--- config.mk ---
export PLATFORM = sky130hd
export DESIGN_NAME = bus_select_arbiter
export DESIGN_NICKNAME = d
export VERILOG_FILES = /design/src/rtl/bus_select_arbiter_pkg.sv /design/src/rtl/bus_select_arbiter_prio_find.sv /design/src/rtl/bus_select_arbiter.sv
export SDC_FILE = /design/constraint.sdc
export NUM_CORES = 1
export LEC_CHECK = 0
export ABC_AREA = 0
export CAP_MARGIN = 20
export CORE_ASPECT_RATIO = 0.5
export CORE_MARGIN = 8
export CORE_UTILIZATION = 23
export DETAILED_ROUTE_END_ITERATION = 8
export GPL_TIMING_DRIVEN = 1
export HOLD_SLACK_MARGIN = 0.06
export PLACE_DENSITY_LB_ADDON = 0.2
export SKIP_CTS_REPAIR_TIMING = 1
export SYNTH_ARGS = -nofsm -noshare
export SYNTH_HDL_FRONTEND = slang
export SYNTH_SLANG_ARGS = --single-unit
--- constraint.sdc ---
create_clock -name clock -period 9.2 [get_ports clock]
set_input_delay 1.84 -clock clock [delete_from_list [all_inputs] [get_ports clock]]
set_output_delay 1.84 -clock clock [all_outputs]
set_load 0.02 [all_outputs]
--- src/rtl/bus_select_arbiter_pkg.sv ---
// Shared constants for the bus select arbiter: source indices, arbitration modes
// and the default build sizes.
package bus_select_arbiter_pkg;

  localparam int DEFAULT_N     = 24;
  localparam int DEFAULT_SEL_W = 5;
  localparam int DEFAULT_CNT_W = 8;

  typedef enum logic {
    MODE_FIXED = 1'b0,
    MODE_RR    = 1'b1
  } mode_e;

  localparam int SRC_R0     = 0;
  localparam int SRC_R1     = 1;
  localparam int SRC_R2     = 2;
  localparam int SRC_R3     = 3;
  localparam int SRC_R4     = 4;
  localparam int SRC_R5     = 5;
  localparam int SRC_R6     = 6;
  localparam int SRC_R7     = 7;
  localparam int SRC_R8     = 8;
  localparam int SRC_R9     = 9;
  localparam int SRC_R10    = 10;
  localparam int SRC_R11    = 11;
  localparam int SRC_R12    = 12;
  localparam int SRC_R13    = 13;
  localparam int SRC_R14    = 14;
  localparam int SRC_R15    = 15;
  localparam int SRC_HI     = 16;
  localparam int SRC_LO     = 17;
  localparam int SRC_ZHI    = 18;
  localparam int SRC_ZLO    = 19;
  localparam int SRC_PC     = 20;
  localparam int SRC_MDR    = 21;
  localparam int SRC_INPORT = 22;
  localparam int SRC_COUT   = 23;

endpackage

--- src/rtl/bus_select_arbiter_prio_find.sv ---
// Combinational finder: first set bit of vec at or above start, wrapping N-1 -> 0.
// start must be below N.
module prio_find #(
  parameter int N     = 24,
  parameter int SEL_W = 5
) (
  input  logic [N-1:0]     vec,
  input  logic [SEL_W-1:0] start,
  output logic             found,
  output logic [SEL_W-1:0] idx
);

  int pos;

  // Walk offsets from the far end back toward start so the nearest hit wins.
  always_comb begin
    found = 1'b0;
    idx   = '0;
    pos   = 0;
    for (int k = N - 1; k >= 0; k--) begin
      pos = int'(start) + k;
      if (pos >= N) pos = pos - N;
      if (vec[pos]) begin
        found = 1'b1;
        idx   = SEL_W'(pos);
      end
    end
  end

endmodule

--- src/rtl/bus_select_arbiter.sv ---
// Registered bus select arbiter: fixed-priority or round-robin grant with lock,
// multi-driver conflict flag and saturating conflict counter.
module bus_select_arbiter
  import bus_select_arbiter_pkg::*;
#(
  parameter int N     = DEFAULT_N,
  parameter int SEL_W = DEFAULT_SEL_W,
  parameter int CNT_W = DEFAULT_CNT_W
) (
  input  logic             clock,
  input  logic             clear,
  input  logic [N-1:0]     req,
  input  logic             mode,
  input  logic             lock,
  output logic [SEL_W-1:0] sel_out,
  output logic             sel_valid,
  output logic             conflict,
  output logic [CNT_W-1:0] conflict_count,
  output logic [SEL_W-1:0] rr_ptr
);

  localparam logic [SEL_W-1:0] LAST_IDX = SEL_W'(N - 1);
  localparam logic [CNT_W-1:0] CNT_MAX  = '1;

  logic             rr_mode;
  logic             hold;
  logic             multi;
  logic             found;
  logic [N-1:0]     req_rev;
  logic [N-1:0]     search_vec;
  logic [SEL_W-1:0] search_start;
  logic [SEL_W-1:0] idx;
  logic [SEL_W-1:0] grant;
  logic [SEL_W-1:0] next_ptr;

  // Fixed priority reuses the wrap finder: reversing req turns "highest index"
  // into "first set bit from 0".
  for (genvar i = 0; i < N; i++) begin : g_rev
    assign req_rev[i] = req[N-1-i];
  end

  assign rr_mode      = (mode == MODE_RR);
  assign search_vec   = rr_mode ? req : req_rev;
  assign search_start = rr_mode ? rr_ptr : '0;

  prio_find #(
    .N     (N),
    .SEL_W (SEL_W)
  ) u_prio_find (
    .vec   (search_vec),
    .start (search_start),
    .found (found),
    .idx   (idx)
  );

  assign grant    = rr_mode ? idx : (LAST_IDX - idx);
  assign next_ptr = (grant == LAST_IDX) ? '0 : (grant + SEL_W'(1));
  assign multi    = |(req & (req - N'(1)));
  assign hold     = lock && sel_valid;

  always_ff @(posedge clock) begin
    if (!clear) begin
      sel_out        <= '0;
      sel_valid      <= 1'b0;
      conflict       <= 1'b0;
      conflict_count <= '0;
      rr_ptr         <= '0;
    end else begin
      conflict <= multi;
      if (multi && (conflict_count != CNT_MAX)) begin
        conflict_count <= conflict_count + CNT_W'(1);
      end

      if (hold) begin
        sel_out   <= sel_out;
        sel_valid <= sel_valid;
        rr_ptr    <= rr_ptr;
      end else if (found) begin
        sel_out   <= grant;
        sel_valid <= 1'b1;
        if (rr_mode) rr_ptr <= next_ptr;
      end else begin
        sel_out   <= '0;
        sel_valid <= 1'b0;
      end
    end
  end

endmodule

==> results by group, run 1 <==
Outcome
  • Status: completed

Setup path
  • CP required: between 9 and 10 ns
  • Arrival time worst endpoint: between 8 and 9 ns
  • R2R cell count: 25
  • Critical Path Sink Type: register
  • CP max stage cell: ha_1
  • Worst Setup Start Kind: input port
  • CP max FO: 29
  • CP cell instances: buf_4 -> nand2_2 -> inv_1 -> ha_1 -> nand2_1 -> xnor2_1 -> inv_1 -> ha_1 -> a2111oi_0 -> a21oi_1 -> o221a_2 -> o32ai_2 -> a21oi_1 -> or3_1 -> o221ai_2 -> nand2_1 -> mux2_4 -> ha_1 -> nor3b_1 -> a2111oi_2 -> mux2i_1 -> nand2_1
  • WS Path Type: input port to register
  • Max incr delay on CP: about 0.57 ns
  • CP delay by family, top: compound AO/OA/AOI/OAI gates
  • CP Depth: 22
  • CP bufs+invs: 3

Die
  • Io pins: 48
  • Initial core utilization: between 20% and 30%
  • CORE AREA: between 30,000 and 40,000 um^2
  • Rows: 47
  • Die width: roughly 280 um
  • Die Ht: roughly 150 um
  • DIE AREA: 40,300 um^2

Detailed routing
  • Vias per cell: roughly 6
  • 1st-iter DRT viols: between 1,000 and 1,500
  • Via Count: around 9,000
  • Post-route ant nets: 0
  • # DRC: 0
  • Drt wl/cell: 25.64 um
  • Pre-antenna DRT Iters: 5
  • Detailed Route WL: 38,170 um

Power
  • Internal: 0.001009 W
  • Max IR drop VDD: around 0.000086 V
  • Comb pwr share: 91.7%
  • PwrDens: a little over 300 nW/um^2
  • Clock power frac: between 3 and 4%
  • Sw frac: 61.67%
  • Flop pwr share: under 10%
  • Net Sw Power: roughly 0.0016 W
  • Lkg Pwr: approximately 3.3 nW

Placement
  • Placed Cells: 1,485
  • Routability-driven placement congestion ratio: around 1
  • Buffers on Ports: 47
  • Post-Place Setup Slack: between 0.9 and 1 ns
  • Post-DP HPWL: just over 30,000 um

Clock tree
  • Clock Sinks: 20
  • Root Driver: clkbuf_16
  • Worst-path clk slew: approximately 0.060 ns
  • Number of buffers on the longest clock path: 2
  • H-tree levels: 1
  • Num CTS Buffers: 3
  • Clock Latency Late Sink: about 0.25 ns
  • CTS tree: built

Worst hold path
  • Hold depth: 2
  • Worst min path class: register to register

Global routing
  • First-pass GRT wire length: 56,300 um
  • Total gr overflow: 0
  • Largest net degree at the start of global routing: 70
  • Initial antenna violation count: 1
  • Total Routing Usage GR: between 10% and 20%
  • Number of global-route vias before repair: roughly 8,400

Synthesis
  • Synth Flop Type: dfxtp_1
  • Post-synth cell types: approximately 120
  • Asr flop ratio synth: 0%
  • Post-synth EDFFs: 0
  • Number of synthesized register bits: 20
  • Syn Nets: 1,103
  • Syn Inst Count: slightly above 1,000
  • Warnings from Yosys: 0
  • Syn_area_per_cell: between 7 and 8 um^2
  • Mapped cell area: 7774 um^2
  • Post-synthesis sequential area ratio: 5.150%

Finish
  • Area growth syn-to-layout: 11.25%
  • Nets: 1,116
  • Share of post-route cells with drive strength above 1: roughly 13%
  • Non-Filler Instances: about 1,500
  • Antenna cells: 0

STA
  • Hold Fails Final Rpt: 0
  • F_max: 124.4 MHz
  • Hold WS: about 0.46 ns
  • Slew headroom: 30.02%
  • Fin crit share: 87.39%
  • Skew final: around 0.0011 ns
  • RSZ-0062 raised after global routing: no
  • Final slew viol count: 0
  • Final setup viols: 0
  • Setup tns final: 0 ns
  • Worst-Margin Slew: around 1.0 ns
  • Min Tclk post-route: 8.040 ns
  • PnR worst setup slack: between 1 and 1.5 ns

Flow run
  • Max-cap violations: 0
stage by stage:
| step | power [W] | util (%) | area, um^2 |
|---|---|---|---|
| 6_report | 0.002633 | 26.08 | 8648 |
| 3_5_place_dp | 0.002458 | 25.81 | 8559 |
| 2_1_floorplan | 0.001696 | - | 7774 |
| 4_1_cts | 0.002569 | 26.08 | 8648 |
| 5_1_grt | 0.002775 | 26.08 | 8648 |
| 3_3_place_gp | 0.002471 | 25.81 | 8559 |
area by class of cell:
cell class	count	area, um^2
clock buffer	4	88.84
fill	3689	24520
inverter	45	176.4
multi-input combinational	910	6797
sequential	20	401.6
tap	441	551.8
timing repair buffer	69	633.1
placed cells by master, fill, tap and decap left out, types with 8 or more instances in the layout:
cell and n:
nor2b_1 12, o21ai_0 55, ha_1 39, buf_4 23, o31ai_1 9, nand2_1 71, dfxtp_1 19, a21boi_0 12
or3_1 15, o21a_1 9, nor3_1 24, a32oi_1 8, nor4_1 14, and2_1 21, nor2_1 88, a31oi_1 22
o21ai_1 11, and3b_1 8, a21o_1 33, nand2b_1 14, nand3b_1 8, mux2_2 9, o211a_1 9, mux4_2 29
nand4_1 9, a211oi_1 12, mux2i_1 48, nand3_1 49, o211ai_1 10, and3_1 11, a21oi_1 71, xnor2_1 9
o22ai_1 9, clkdlybuf4s50_1 46, inv_1 37, a22oi_1 9
cells by family after synthesis:
kind of cell,synth area share [%]
xor gates and xnor gates,2.801
muxes,16.66
adders and majority gates,6.535
and+or+nand+nor,27.10
DFF,5.150
AOI/OAI and AO/OA,34.33
buffers and inverters,7.420
synth_stat cells, types with 9 or more instances:
master     n  area [um^2]
nand4_1    9        56.30
and3_1    11        68.82
a21boi_0  12        90.09
a21o_1    33        247.7
mux2_2     9        101.4
nor4_1    14        87.58
a211oi_1  12        90.09
o21a_1     9        67.56
clkbuf_1  18        67.56
dfxtp_1   20        400.4
nor2b_1   12        75.07
o211ai_1  10        75.07
o211a_1    9        90.09
nor3_1    24        120.1
ha_1      39        488.0
mux2i_1   48        480.5
a31oi_1   22        137.6
nand2b_1  14        87.58
nor2_1    88        330.3
inv_1     37        138.9
nand3_1   49        245.2
nand2_1   71        266.5
o21ai_0   55        275.3
o21ai_1   11        55.05
and2_1    21        131.4
o31ai_1    9        67.56
a21oi_1   71        355.3
o22ai_1    9        56.30
buf_2     19        95.09
or3_1     15        93.84
mux4_2    29        653.1
a22oi_1    9        67.56
xnor2_1    9        78.83
buf_6     12        135.1
metal layers:
layer / wire, um / global-route usage (%)
met4: 813 / 3.778
met5: 0 / 0
met1: 17350 / 26.10
met3: 2948 / 1.903
met2: 17060 / 28.91
tightest hold or removal path: stages, from the launching register on:
cell and delay, ns:
dfxtp_1 0.31, nand2_1 0.05, a21oi_1 0.05
power groups by stage:
stage | Combinational (W) | Clock [W] | Sequential (W)
finish | 0.00242 | 0.0000988 | 0.000119
detailed placement | 0.00234 | 0 | 0.000121
global placement | 0.00235 | 0 | 0.000121
floorplan | 0.00155 | 0 | 0.000141
CTS | 0.00235 | 0.000103 | 0.000119
global route | 0.00255 | 0.000107 | 0.000121
final timing paths:
path | end | slack (ns) | startpoint
max | rr_ptr[3] | 1.16 | mode
min | sel_out[3] | 0.46 | sel_out[3]
max reg2reg | rr_ptr[4] | 2.53 | rr_ptr[2]
min reg2reg | sel_out[3] | 0.46 | sel_out[3]
state kept, by name, indices dropped and copies added (netlist names):
name,flops
sel_out,5
rr_ptr,5
conflict,1
sel_valid,1
conflict_count,8
Power figures use the tool's default switching activity.
==> run 2, diff against run 1 <==
Settings changed: PLACE_DENSITY_LB_ADDON 0.2 to unset.
Clock period 9.2 ns to 7.1 ns, I/O delays scaled along.
==> run 2 against run 1 <==
  * Cell count increased by 2.0%
  * Critical path type unchanged
  * Core utilization increased by 0.79 points
  * Count of clock-buffer cells in the layout decreased by 1
  * Worst hold slack got worse by 0.0061 ns
  * Clock skew increased by 0.0037 ns
  * Highest routed layer unchanged
  * Sequential cell count unchanged
  * Register-to-register slack got worse by 1.3 ns
==> results by group, run 2 (synthesis results as in run 1) <==
Outcome
  • Status: completed (unchanged)

Finish
  • Most frequent cells in the layout: nor2_1, a21oi_1, nand2_1 (was nor2_1, nand2_1, a21oi_1)
  • Nets: 1,146 (was 1,116)
  • Non-Filler Instances: 1,519 (was 1,489)
  • Fillers: 3,668 (was 3,689)
  • Share of post-route cells with drive strength above 1: 15.77% (was 12.79%)
  • Most common cell after layout, fill and taps aside: nor2_1 (unchanged)
  • Max FFs per register: 8 (unchanged)
  • Area growth syn-to-layout: 14.61% (was 11.25%)
  • Largest registers: conflict_count (8), rr_ptr (5), sel_out (5) (unchanged)
  • Antenna cells: 0 (unchanged)
  • Most flop-heavy register: conflict_count (unchanged)
  • Final core utilization: 26.86% (was 26.08%)

Placement
  • Buffers on Ports: 47 (unchanged)
  • Post-DP HPWL: 27,070 um (was 30,180 um)
  • Routability-driven placement congestion ratio: 1.060 (was 0.9776)
  • Placed Cells: 1,515 (was 1,485)

Power
  • Final total power: 0.003351 W (was 0.002633 W)
  • Max IR drop VDD: 0.0001328 V (was 0.00008623 V)
  • PwrDens: 376.1 nW/um^2 (was 304.4 nW/um^2)
  • Lkg Pwr: 3.425 nW (was 3.269 nW)

Clock tree
  • H-tree levels: 1 (unchanged)
  • Worst-path clk slew: 0.06 ns (about the same)
  • Root Driver: clkbuf_16 (unchanged)
  • Clock Sinks: 20 (unchanged)
  • Num CTS Buffers: 3 (unchanged)
  • CTS tree: built (unchanged)
  • Clock Latency Late Sink: 0.25 ns (about the same)
  • Number of buffers on the longest clock path: 2 (unchanged)

Global routing
  • First-pass GRT wire length: 50,920 um (was 56,300 um)
  • Total gr overflow: 0 (unchanged)
  • Total Routing Usage GR: 15.96% (was 18.16%)
  • Largest net degree at the start of global routing: 70 (unchanged)
  • Number of global-route vias before repair: 8,246 (was 8,374)
  • Initial antenna violation count: 0 (was 1)

Detailed routing
  • Detailed Route WL: 33,560 um (was 38,170 um)
  • Pre-antenna DRT Iters: 6 (was 5)
  • Routed met2 length: 14,380 um (was 17,060 um)
  • # DRC: 0 (unchanged)
  • Wire length on met3: 2967 um (was 2948 um)
  • Post-route ant nets: 0 (unchanged)
  • 1st-iter DRT viols: 1,028 (was 1,186)
  • Via Count: 8,909 (was 8,898)
  • Drt wl/cell: 22.10 um (was 25.64 um)
  • Top Metal Used: met4 (unchanged)
  • Wl on met1: 14,740 um (was 17,350 um)
  • Vias per cell: 5.865 (was 5.976)

STA
  • Min Tclk post-route: around 6.8 ns
  • F_max: roughly 150 MHz
  • Fin crit share: 95.33%
  • Worst-Margin Slew: 0.7707 ns (was 1.050 ns)
  • RSZ-0062 raised after global routing: no (unchanged)
  • Slew headroom: 48.62% (was 30.02%)
  • Hold Fails Final Rpt: 0 (unchanged)
  • Setup tns final: 0 ns (unchanged)
  • Skew final: 0.004770 ns (was 0.001055 ns)
  • Final slew viol count: 0 (unchanged)
  • Hold WS: 0.4527 ns (was 0.4587 ns)
  • Final setup viols: 0 (unchanged)

Flow run
  • Max-cap violations: 0 (unchanged)

Die
  • Io pins: 48 (unchanged)
  • DIE AREA: 40,300 um^2 (unchanged)
  • CORE AREA: 33,170 um^2 (unchanged)
  • Rows: 47 (unchanged)
  • Die width: 276.0 um (unchanged)
  • Die Ht: 146 um (unchanged)
  • Initial core utilization: 23.44% (unchanged)

Setup path
  • CP required: 7.30 ns (was 9.40 ns)
  • WS Path Type: input port to register (unchanged)
  • Worst Setup Start Kind: input port (unchanged)
  • Max incr delay on CP: 0.49 ns (was 0.57 ns)
  • Cell mode on critical path: nand2_1
  • CP cell instances: buf_4 -> and2_1 -> inv_1 -> ha_1 -> nor2_1 -> a31oi_1 -> nand2_1 -> ha_1 -> a221oi_1 -> nand3_1 -> o2111ai_1 -> o221a_2 -> nand2_1 -> or4_4 -> o211ai_2 -> a31oi_1 -> o221ai_2 -> nand2_1 -> mux2_4 -> ha_1 -> nor3b_1 -> a2111oi_2 -> mux2i_1 -> nand2_1 (was buf_4 -> nand2_2 -> inv_1 -> ha_1 -> nand2_1 -> xnor2_1 -> inv_1 -> ha_1 -> a2111oi_0 -> a21oi_1 -> o221a_2 -> o32ai_2 -> a21oi_1 -> or3_1 -> o221ai_2 -> nand2_1 -> mux2_4 -> ha_1 -> nor3b_1 -> a2111oi_2 -> mux2i_1 -> nand2_1)
  • Critical Path Sink Type: register (unchanged)
  • CP max FO: 9 (was 29)
  • CP max stage cell: or4_4 (was ha_1)
  • Arrival time worst endpoint: 6.96 ns (was 8.24 ns)

Worst hold path
  • Worst min path class: register to register (unchanged)
run 2: changes by cell type in the layout (fill, tap and decap cells not counted), sizes merged:
cell    before  now
bufinv       0    1
clkbuf       4    3
buf         23   53
run 2: area by class of cell:
class	count	area (um^2)	share of cell area, %
Multi-Input combinational cell	910	6815	76.49
Inverter	45	177.7	1.994
Timing Repair Buffer	99	858.3	9.633
Sequential cell	20	401.6	4.508
Clock buffer	3	75.07	0.8426
Tap cell	441	551.8	6.193
Clock inverter	1	30.03	0.3370
run 2: stage by stage:
stage	area (um^2)	worst slack (ns)
after CTS	8897	0.4108
after floorplan	7781	0.08120
after global routing	8910	0.004367
after detailed placement	8792	0.1700
after global placement	8792	0.2204
final	8910	0.3318
run 2: power by group:
group / total [W] / switching [W] / leakage, nW / internal (W)
sequential: 0.000167 / 0.0000309 / 0.165 / 0.000136
clock: 0.000157 / 0.0000447 / 0.0511 / 0.000112
combinational: 0.00303 / 0.00189 / 3.21 / 0.00114
run 2: final timing paths:
check,endpoint,slack (ns),startpoint,depth (start not counted)
setup / recovery,rr_ptr[3],0.33,mode,24
hold / removal,sel_out[3],0.45,sel_out[3],2
setup reg to reg,rr_ptr[3],1.19,rr_ptr[2],22
hold reg to reg,sel_out[3],0.45,sel_out[3],2
run 2: worst max-delay path, delay by kind of cell:
kind / cells / cell delay [ns]
simple gates: 9 / 1.55
mux: 2 / 0.41
buf+inv: 2 / 0.42
compound gates: 8 / 2.20
fa+ha+maj: 3 / 0.93
run 2: per-layer routing:
layer,vias to the layer above,GRT usage (%)
met2,432,24.67
met5,-,0
met1,4282,21.73
met3,89,2.904
met4,0,6.191
li1,4106,-
==> run 3, diff against run 2 <==
Settings changed: GPL_ROUTABILITY_DRIVEN set to 0.
==> run 3 against run 2 <==
  * Worst hold slack worse by 0.0030 ns
  * Combinational power shrank 3%
  * Count of clock-buffer cells in the layout unchanged
  * Sequential cell count unchanged
  * Cell area did not move
  * Global-route usage shrank 0.72 points
  * Register-to-register slack worse by 0.12 ns
  * Cell count stayed put
  * Core utilization did not move
  * Critical path depth is 2 higher
  * Maximum frequency grew 0.56%
  * Clock power about the same
  * Largest cell class unchanged
==> results by group, run 3 (synthesis results as in run 1) <==
Clock tree
  • H-tree levels: 1 (unchanged)
  • Root Driver: clkbuf_16 (unchanged)
  • CTS tree: built (unchanged)
  • Clock Sinks: 20 (unchanged)
  • Num CTS Buffers: 3 (unchanged)
  • Number of buffers on the longest clock path: 2 (unchanged)
  • Clock Latency Late Sink: 0.26 ns (was 0.25 ns)
  • Worst-path clk slew: 0.06 ns (about the same)

Setup path
  • Max incr delay on CP: 0.40 ns (was 0.49 ns)
  • CP bufs+invs: 5 (was 2)
  • FF-to-FF Start: rr_ptr[4] (was rr_ptr[2])
  • CP max FO: 11 (was 9)
  • CP max stage cell: o21ai_1 (was or4_4)
  • R2r setup slk: 1.07 ns (was 1.19 ns)
  • Arrival time worst endpoint: 6.93 ns (was 6.96 ns)
  • WS Path Type: input port to register (unchanged)
  • Critical Path Sink Type: register (unchanged)
  • Reg-to-reg endpoint: rr_ptr[4] (was rr_ptr[3])
  • Worst Setup Start Kind: input port (unchanged)
  • CP delay by family, top: compound AO/OA/AOI/OAI gates (unchanged)
  • R2R cell count: 21 (was 22)
  • CP required: 7.30 ns (about the same)

STA
  • RSZ-0062 raised after global routing: no (unchanged)
  • Final setup viols: 0 (unchanged)
  • Hold Fails Final Rpt: 0 (unchanged)
  • Skew final: 0.002636 ns (was 0.004770 ns)
  • F_max: 148.6 MHz (was 147.8 MHz)
  • Worst-Margin Slew: 0.8230 ns (was 0.7707 ns)
  • Slew headroom: 45.06% (was 48.62%)
  • Min Tclk post-route: 6.730 ns (was 6.768 ns)
  • Fin crit share: 94.79% (was 95.33%)
  • Hold WS: 0.4497 ns (was 0.4527 ns)
  • Setup tns final: 0 ns (unchanged)
  • Final slew viol count: 0 (unchanged)

Worst hold path
  • Hold path startpoint: sel_out[3] (unchanged)
  • Worst min path class: register to register (unchanged)
  • Worst Hold End: sel_out[3] (unchanged)
  • Hold depth: 2 (unchanged)

Finish
  • Final core utilization: 26.86% (unchanged)
  • Most common cell after layout, fill and taps aside: nor2_1 (unchanged)
  • Largest registers: conflict_count (8), rr_ptr (5), sel_out (5) (unchanged)
  • Fillers: 3,690 (was 3,668)
  • Share of post-route cells with drive strength above 1: 15.49% (was 15.77%)
  • Most flop-heavy register: conflict_count (unchanged)
  • Max FFs per register: 8 (unchanged)
  • Antenna cells: 0 (unchanged)
  • Most frequent cells in the layout: nor2_1, a21oi_1, nand2_1 (unchanged)
  • Area growth syn-to-layout: 14.61% (unchanged)
  • Nets: 1,146 (unchanged)

Die
  • Rows: 47 (unchanged)
  • Initial core utilization: 23.44% (unchanged)
  • Die width: 276.0 um (unchanged)
  • Io pins: 48 (unchanged)
  • DIE AREA: 40,300 um^2 (unchanged)
  • Die Ht: 146 um (unchanged)
  • CORE AREA: 33,170 um^2 (unchanged)

Detailed routing
  • Drt wl/cell: 21.02 um (was 22.10 um)
  • Vias per cell: 5.897 (was 5.865)
  • Via Count: 8,957 (was 8,909)
  • 1st-iter DRT viols: 1,058 (was 1,028)
  • Post-route ant nets: 0 (unchanged)
  • Detailed Route WL: 31,940 um (was 33,560 um)
  • Pre-antenna DRT Iters: 6 (unchanged)
  • # DRC: 0 (unchanged)

Power
  • Max IR drop VDD: 0.0001192 V (was 0.0001328 V)
  • PwrDens: 369.3 nW/um^2 (was 376.1 nW/um^2)
  • Lkg Pwr: 3.433 nW (was 3.425 nW)
  • Final total power: 0.003290 W (was 0.003351 W)

Global routing
  • Largest net degree at the start of global routing: 72 (was 70)
  • First-pass GRT wire length: 49,390 um (was 50,920 um)
  • Total gr overflow: 0 (unchanged)
  • Total Routing Usage GR: 15.25% (was 15.96%)
  • Initial antenna violation count: 0 (unchanged)
  • Number of global-route vias before repair: 8,121 (was 8,246)

Flow run
  • Max-cap violations: 0 (unchanged)

Outcome
  • Status: completed (unchanged)

Placement
  • Buffers on Ports: 47 (unchanged)
  • Post-DP HPWL: 25,530 um (was 27,070 um)
run 3: cell type report:
class                           instances  area (um^2)  area share (%)
Clock inverter                          1        30.03          0.3370
Sequential cell                        20        401.6           4.508
Tap cell                              441        551.8           6.193
Clock buffer                            3        75.07          0.8426
Timing Repair Buffer                   99        870.8           9.774
Inverter                               45        177.7           1.994
Multi-Input combinational cell        910         6803           76.35
run 3: layer usage:
metal	global-route usage, %	routed length (um)
met4	6.768	1567
met1	20.77	13570
met5	0	0
met3	3.002	3298
met2	22.96	13500
run 3: how the worst max path moves through the flow:
stage          start        end  slack (ns)  cells past startpoint
6_report        mode  rr_ptr[3]        0.37                     26
5_1_grt         mode  rr_ptr[4]         0.1                     25
4_1_cts         mode  rr_ptr[3]        0.53                     24
3_5_place_dp    mode  rr_ptr[3]        0.29                     24
3_3_place_gp    mode  rr_ptr[3]        0.29                     26
2_1_floorplan   mode  rr_ptr[3]        0.08                     31
run 3: worst min-delay path, stage by stage (launching register included):
cell and delay (ns):
dfxtp_1 0.30, nand2_1 0.05, a21oi_1 0.05
run 3: power by group:
part,internal (W),switching (W)
logic,0.00113,0.00182
registers,0.000136,0.0000464
clock network,0.000112,0.0000450
total,0.00138,0.00191
run 3: stage by stage:
| stage | area [um^2] | setup WS (ns) | instances |
|---|---|---|---|
| finish | 8910 | 0.3696 | 1519 |
| global route | 8910 | 0.09817 | 1519 |
| CTS | 8910 | 0.5315 | 1519 |
| detailed placement | 8805 | 0.2860 | 1515 |
| global placement | 8805 | 0.2903 | 1515 |
| floorplan | 7781 | 0.08120 | 1036 |
